### src/rtl/bcd_reg_bank.sv
// Eight-channel binary-to-BCD register bank feeding the 3-digit seven-segment mux.
// Each accepted write is converted serially by double-dabble and then committed to its channel.
module bcd_reg_bank #(
    parameter logic [11:0] BLANK_CODE    = 12'hAAA,
    parameter bit          LEADING_BLANK = 1'b1
) (
    input  logic        clk,
    input  logic        rst,
    input  logic        wr_valid,
    output logic        wr_ready,
    input  logic [2:0]  wr_addr,
    input  logic [9:0]  wr_data,
    output logic        done,
    output logic [7:0]  ovf,
    output logic [11:0] reg0,
    output logic [11:0] reg1,
    output logic [11:0] reg2,
    output logic [11:0] reg3,
    output logic [11:0] reg4,
    output logic [11:0] reg5,
    output logic [11:0] reg6,
    output logic [11:0] reg7
);

    typedef enum logic [1:0] {
        IDLE,
        SHIFT,
        COMMIT
    } state_t;

    state_t      state_q, state_d;
    logic [3:0]  iter_q, iter_d;
    logic [11:0] acc_q, acc_d;
    logic [9:0]  bin_q, bin_d;
    logic [2:0]  addr_q, addr_d;
    logic        big_q, big_d;
    logic        done_q, done_d;
    logic [7:0]  ovf_q, ovf_d;
    logic [11:0] regs_q [8];
    logic [11:0] regs_d [8];
    logic [11:0] adj;
    logic [21:0] shifted;

    function automatic logic [11:0] dabble_adj(input logic [11:0] a);
        logic [11:0] r;
        r = a;
        for (int n = 0; n < 3; n++) begin
            if (r[n*4 +: 4] >= 4'd5) begin
                r[n*4 +: 4] = r[n*4 +: 4] + 4'd3;
            end
        end
        return r;
    endfunction

    // Leading zeros become 4'hA so the display blanks them; units always shown.
    function automatic logic [11:0] fmt_bcd(input logic [11:0] b);
        logic [3:0] h, t, u;
        h = b[11:8];
        t = b[7:4];
        u = b[3:0];
        if (LEADING_BLANK && h == 4'd0) begin
            h = 4'hA;
            if (t == 4'd0) begin
                t = 4'hA;
            end
        end
        return {h, t, u};
    endfunction

    always_comb begin
        state_d = state_q;
        iter_d  = iter_q;
        acc_d   = acc_q;
        bin_d   = bin_q;
        addr_d  = addr_q;
        big_d   = big_q;
        done_d  = 1'b0;
        ovf_d   = ovf_q;
        regs_d  = regs_q;
        adj     = dabble_adj(acc_q);
        shifted = {adj, bin_q} << 1;

        case (state_q)
            IDLE: begin
                if (wr_valid) begin
                    addr_d  = wr_addr;
                    bin_d   = wr_data;
                    big_d   = (wr_data > 10'd999);
                    acc_d   = 12'd0;
                    iter_d  = 4'd0;
                    state_d = SHIFT;
                end
            end
            SHIFT: begin
                acc_d  = shifted[21:10];
                bin_d  = shifted[9:0];
                iter_d = iter_q + 4'd1;
                if (iter_q == 4'd9) begin
                    state_d = COMMIT;
                end
            end
            COMMIT: begin
                regs_d[addr_q] = big_q ? BLANK_CODE : fmt_bcd(acc_q);
                ovf_d[addr_q]  = big_q;
                done_d         = 1'b1;
                state_d        = IDLE;
            end
            default: state_d = IDLE;
        endcase
    end

    always_ff @(posedge clk) begin
        if (rst) begin
            state_q <= IDLE;
            done_q  <= 1'b0;
            ovf_q   <= 8'h00;
            for (int i = 0; i < 8; i++) begin
                regs_q[i] <= BLANK_CODE;
            end
        end else begin
            state_q <= state_d;
            done_q  <= done_d;
            ovf_q   <= ovf_d;
            regs_q  <= regs_d;
        end
    end

    // Conversion datapath needs no reset; it is fully reloaded on every accept.
    always_ff @(posedge clk) begin
        iter_q <= iter_d;
        acc_q  <= acc_d;
        bin_q  <= bin_d;
        addr_q <= addr_d;
        big_q  <= big_d;
    end

    assign wr_ready = (state_q == IDLE);
    assign done     = done_q;
    assign ovf      = ovf_q;
    assign reg0     = regs_q[0];
    assign reg1     = regs_q[1];
    assign reg2     = regs_q[2];
    assign reg3     = regs_q[3];
    assign reg4     = regs_q[4];
    assign reg5     = regs_q[5];
    assign reg6     = regs_q[6];
    assign reg7     = regs_q[7];

endmodule

### config.mk
export PLATFORM = sky130hd
export DESIGN_NAME = bcd_reg_bank
export DESIGN_NICKNAME = d
export VERILOG_FILES = /design/src/rtl/bcd_reg_bank.sv
export SDC_FILE = /design/constraint.sdc
export NUM_CORES = 1
export LEC_CHECK = 0
export CAP_MARGIN = 20
export CELL_PAD_IN_SITES_DETAIL_PLACEMENT = 0
export CELL_PAD_IN_SITES_GLOBAL_PLACEMENT = 1
export CORE_MARGIN = 4
export CORE_UTILIZATION = 38
export DETAILED_ROUTE_END_ITERATION = 7
export MAX_ROUTING_LAYER = met4
export PLACE_DENSITY_LB_ADDON = 0.1
export SLEW_MARGIN = 10
export SYNTH_ARGS = -nofsm -noshare
export SYNTH_HDL_FRONTEND = slang
export SYNTH_SLANG_ARGS = --single-unit
### constraint.sdc
create_clock -name clk -period 2.3 [get_ports clk]
set_input_delay 0.46 -clock clk [delete_from_list [all_inputs] [get_ports clk]]
set_output_delay 0.46 -clock clk [all_outputs]
set_load 0.01 [all_outputs]
# == Word level (Yosys, flattened, before mapping) ==
# Index checks and enable logic that the tools add are counted.
# op_classes
magnitude_cmp,8
add_sub_neg,4
eq_ne,5
bitwise_logic,1
n_mux,25
n_reduce_logical,9
# op_table
op,count
$bwmux W96,1
$demux W12 S3,1
$mux W12,3
$mux W4,8
$pmux W12 S2,1
$pmux W10 S2,1
$ge A4 B3 Y1 const B,3
$gt A10 B10 Y1 const B,1
$mux W10,1
$add A4 B2 Y4 const B,2
$bwmux W8,1
$logic_not A4 Y1,2
$pmux W4 S2,1
$reduce_and A2 Y1,3
$add A4 B1 Y4 const B,1
$eq A4 B4 Y1 const B,1
$ge A4 B4 Y1 const B,1
$lt A3 B4 Y1 const B,1
$lt A4 B1 Y1 const B,1
$mux W2,2
$ne A2 B2 Y1 const B,2
$not A3 Y4,1
$pmux W2 S2,1
$add A3 B2 Y3 const B,1
9 further kinds,11
# totals
elab_cells,68
reg_bits,137
out_inout_bits,106

# == Longest topological paths before layout ==
# Gate-level depths: netlist of the first run.
# logic_depth
depth_word,6
mapped_depth,6
mapped_depth_nobuf,6

# == Worst setup path before layout of the first run ==
# Ideal clock, no wire load.
# synth_path
path_kind,flip-flop to flip-flop
start,register state_q[1]
end,"register acc_q[0], enable pin"
setup_slack_ps,298
t_arrival_ps,1563
period_less_slack_ps,2002
path_stages_with_launch,5
setup_ps,438
path_buffers,2
cell_sequence,dfxtp_1 nand2b_1 clkbuf_1 buf_1 nand2_1
# synth_via
elab_chain_cells,3
elab_cells_between_ends,5
classes_between,2 x eq/ne; 3 x reduce/logical
# synth_lines
item,line_no,rtl
start: declaration,31,"state_t state_q, state_d;"
start signal: assignment,121,state_q <= state_d;
$eq A2 B1 Y1 / $logic_not A2 Y1 (equally long branches),83,case (state_q)
$reduce_bool A2 Y1 (no line) / $ne A2 B2 Y1 (equally long branches),--,
$reduce_and A2 Y1 (no line) (*),--,
end signal: assignment,131,acc_q <= acc_d;
end: declaration,33,"logic [11:0] acc_q, acc_d;"
# Every way passes the cells marked *; elsewhere a longest branch is shown, timed or not.
# A chain may end at the register's enable or synchronous reset.

# == Worst setup path after layout of the first run ==
# layout_path
start,register state_q[0]
end,output wr_ready
# layout_via
elab_chain_cells,1
# layout_lines
item,line_no,rtl
$logic_not A2 Y1,137,assign wr_ready = (state_q == IDLE);
end: declaration,10,"output logic wr_ready,"
# Every way passes these cells.

==> reports/metrics.cfg, run 1 <==
[logic_synthesis]
synth_compound_area_share_pct=14.1
netlist_instances=574
synth_top_family_by_area=simple AND/OR/NAND/NOR gates
synth.net_count=598
synth_top_flop_cell=dfxtp_1
syn-cell-area_um2=5360
synth-seq-cells=137
synth_xor_area_share_pct=1.14
synth_seq_area_share_pct=56.8
syn_avg_cell_area_um2=9.34
async_flop_share_pct=0
synthMuxAreaShare_pct=1.89
synth_simple_gate_area_share_pct=20.8
synthDistinctLibCells=36
synth-edff-count=30
synth_fa_ha_area_share_pct=1.87
ys_warn_count=0

[route]
ant_nets=0
totalWireLength_um=14400
drcViolationCount=0
firstDrtPassIters=4
wire_per_inst_um=16.1
num_vias=4390
drt_iter0_drc=337
viasPerCell=4.92

[placed_design]
dp_hpwl_um=10000
place_ws_ns=0.447
io_buffer_count=121
place_congestion=0.833
postPlaceCellArea_um2=6810

[setup_path]
endpoint=wr_ready
reg2regPathDepth=6
timing.rr.end=reg5[5]$_SDFFE_PP1P_
critical_path.cell_chain=nor2_1 > clkdlybuf4s50_1
cp-start-kind=flop
reg2reg_slack_ns=0.45
cp-startpoint=state_q[0]$_SDFFE_PP0P_
cp-end-kind=primary output
crit_family=buffers and inverters
crit_cells=2
critPathKind=reg2out
crit_arrival_ns=1.58
r2r_start=acc_q[8]$_SDFFCE_PN0P_
max_stage_delay_ns=0.58
worstPathMaxFanout=7
critPathSlowestCell=clkdlybuf4s50_1
path_buf_inv=1
required_ns=1.84

[timing]
period_share_pct=88.6
max_freq_mhz=491
post-route-min-period_ns=2.04
worst_slew_pin_slew_ns=0.723
layout_setup_ws_ns=0.262
rsz0062_at_grt=no
final_hold_viol_count=0
fin_skew_ns=0.00904
maxSlewViolCount=0
slew_headroom_pct=51.8
setup_tns_ns=0
setup_viol=0

[clocking]
cts_buffers=17
cts_resized=0
cts_tree=done
cts.clk_slew.worst_paths_ns=0.06
postCtsSetupRepairBufs=0
clockBufferDepth=2
cts-root-buf=clkbuf_16
clock_latency_ns=0.42
numClockSinks=137
h-tree-depth=4
cts.hold.buffers_added=0

[floorplan]
core_area_um2=13800
fp.dieH_um=127
io_pins=122
start_util_pct=38.8
die_x_um=127
placementRows=43
dieArea_um2=16100

[cells_and_area]
fin_nets=724
stdcell_area_um2=7380
diodes=0
final_core_util_pct=53.4
mostFrequentLayoutCell=nand2_1
drive_above_1_share_pct=9.12
most-common-layout-cells=nand2_1 (124), clkdlybuf4s50_1 (120), dfxtp_1 (107), nor2_1 (79), a21oi_1 (71)
syn2layout_area_growth_pct=37.6

[power]
power_density_nw_per_um2=760
total_leakage_power_uw=0.00268
vdd_drop_max_uv=572
finalPower_uw=5610

[global_routing]
grt_overflow_total=0
antenna_found_initial=0
gr-usage-all-layers_pct=18.6
grt_max_degree=50
grt_pass1_vias=4234
grt_pass1_wl_um=22800

[min_path]
hp-class=reg2reg
min-delay-start=reg1[10]$_SDFFE_PP0P_

[status]
outcome=finished clean

[job]
cap_viol_max_count=0

==> cell type report <==
cell class	instances	area [um^2]
Clock inverter	7	38.8
Timing Repair Buffer	139	1370
Multi-Input combinational cell	395	2140
Clock buffer	25	526
Fill cell	1265	6450
Sequential cell	137	3040
Inverter	10	37.5
Tap cell	180	225
==> through the flow <==
step | cells | hold WS, ns
6_report | 893 | 0.450
5_1_grt | 893 | 0.468
4_1_cts | 893 | 0.453
3_5_place_dp | 861 | 0.445
3_3_place_gp | 861 | 0.443
2_1_floorplan | 574 | 0.481
==> Yosys cell counts (3+ instances only) <==
cell type	count	area [um^2]
nor3_1	12	60.1
a21oi_1	71	355
nor2_1	79	297
ha_1	8	100
o21ai_0	3	15.0
xor2_1	3	26.3
a211o_1	32	280
nand2b_1	7	43.8
inv_1	10	37.5
a211oi_1	3	22.5
clkbuf_1	18	67.6
mux2_1	9	101
nor3_2	3	30.0
xnor2_1	4	35.0
nor2_4	3	33.8
buf_2	11	55.1
dfxtp_1	107	2140
o21bai_1	8	60.1
nand2_2	3	18.8
nand2_1	124	465
edfxtp_1	30	901
nor2b_1	8	50.1
==> power by group <==
part	total [uW]	internal (uW)	switching, uW
Sequential	2620	2550	65.6
Combinational	456	181	275
Clock	2540	1570	968
Total	5610	4300	1310
==> worst min-delay path by stage <==
stage / end / slack, ns / cells after the start
finish: reg1[10]$_SDFFE_PP0P_ / 0.45 / 2
global route: reg1[10]$_SDFFE_PP0P_ / 0.47 / 2
CTS: reg1[10]$_SDFFE_PP0P_ / 0.45 / 2
detailed placement: reg1[10]$_SDFFE_PP0P_ / 0.45 / 2
global placement: reg3[3]$_SDFFE_PP1P_ / 0.44 / 1
floorplan: ovf[0]$_SDFFE_PP0P_ / 0.48 / 2
==> worst reg2reg max path, stage by stage (launching register included) <==
cell      delay (ns)
edfxtp_1        0.39
inv_1           0.12
ha_1            0.23
nor3b_2         0.36
a311o_1         0.45
nor2_1          0.09
o21bai_1        0.15
==> routing by layer <==
| layer | global-route usage, % | wire, um | up-vias |
|---|---|---|---|
| li1 | - | - | 2204 |
| met1 | 23.4 | 6500 | 2040 |
| met2 | 28.5 | 6760 | 127 |
| met3 | 5.39 | 949 | 19 |
| met4 | 6.62 | 199 | 0 |
| met5 | - | 0 | - |
==> registers in the layout, summed over array words and instances, names as in the netlist <==
signal and cells:
reg4 12, iter_q 4, reg1 12, state_q 2, reg6 12, reg5 12, ovf 8, reg3 12
acc_q 12, done 1, reg2 12, bin_q 10, addr_q 3, big_q 1, reg7 12, reg0 12
==> cells by family after synthesis <==
logic type                 count (synthesis)
AOI/OAI and AO/OA                        119
xor gates and xnor gates                   7
adders and majority gates                  8
buffers and inverters                     42
DFF                                      137
muxes                                      9
and+or+nand+nor                          252
(Power assumes the default switching activity.)
==> run 2, diff against run 1 <==
Settings changed: CAP_MARGIN 20 to 0.
==> results of run 2 <==
The final DEF is identical to that of run 1; final timing and power are the same.
==> run 3, diff against run 2 <==
Settings changed: TNS_END_PERCENT set to 30.
==> results of run 3 <==
The final DEF is identical to that of run 1; final timing and power are the same.
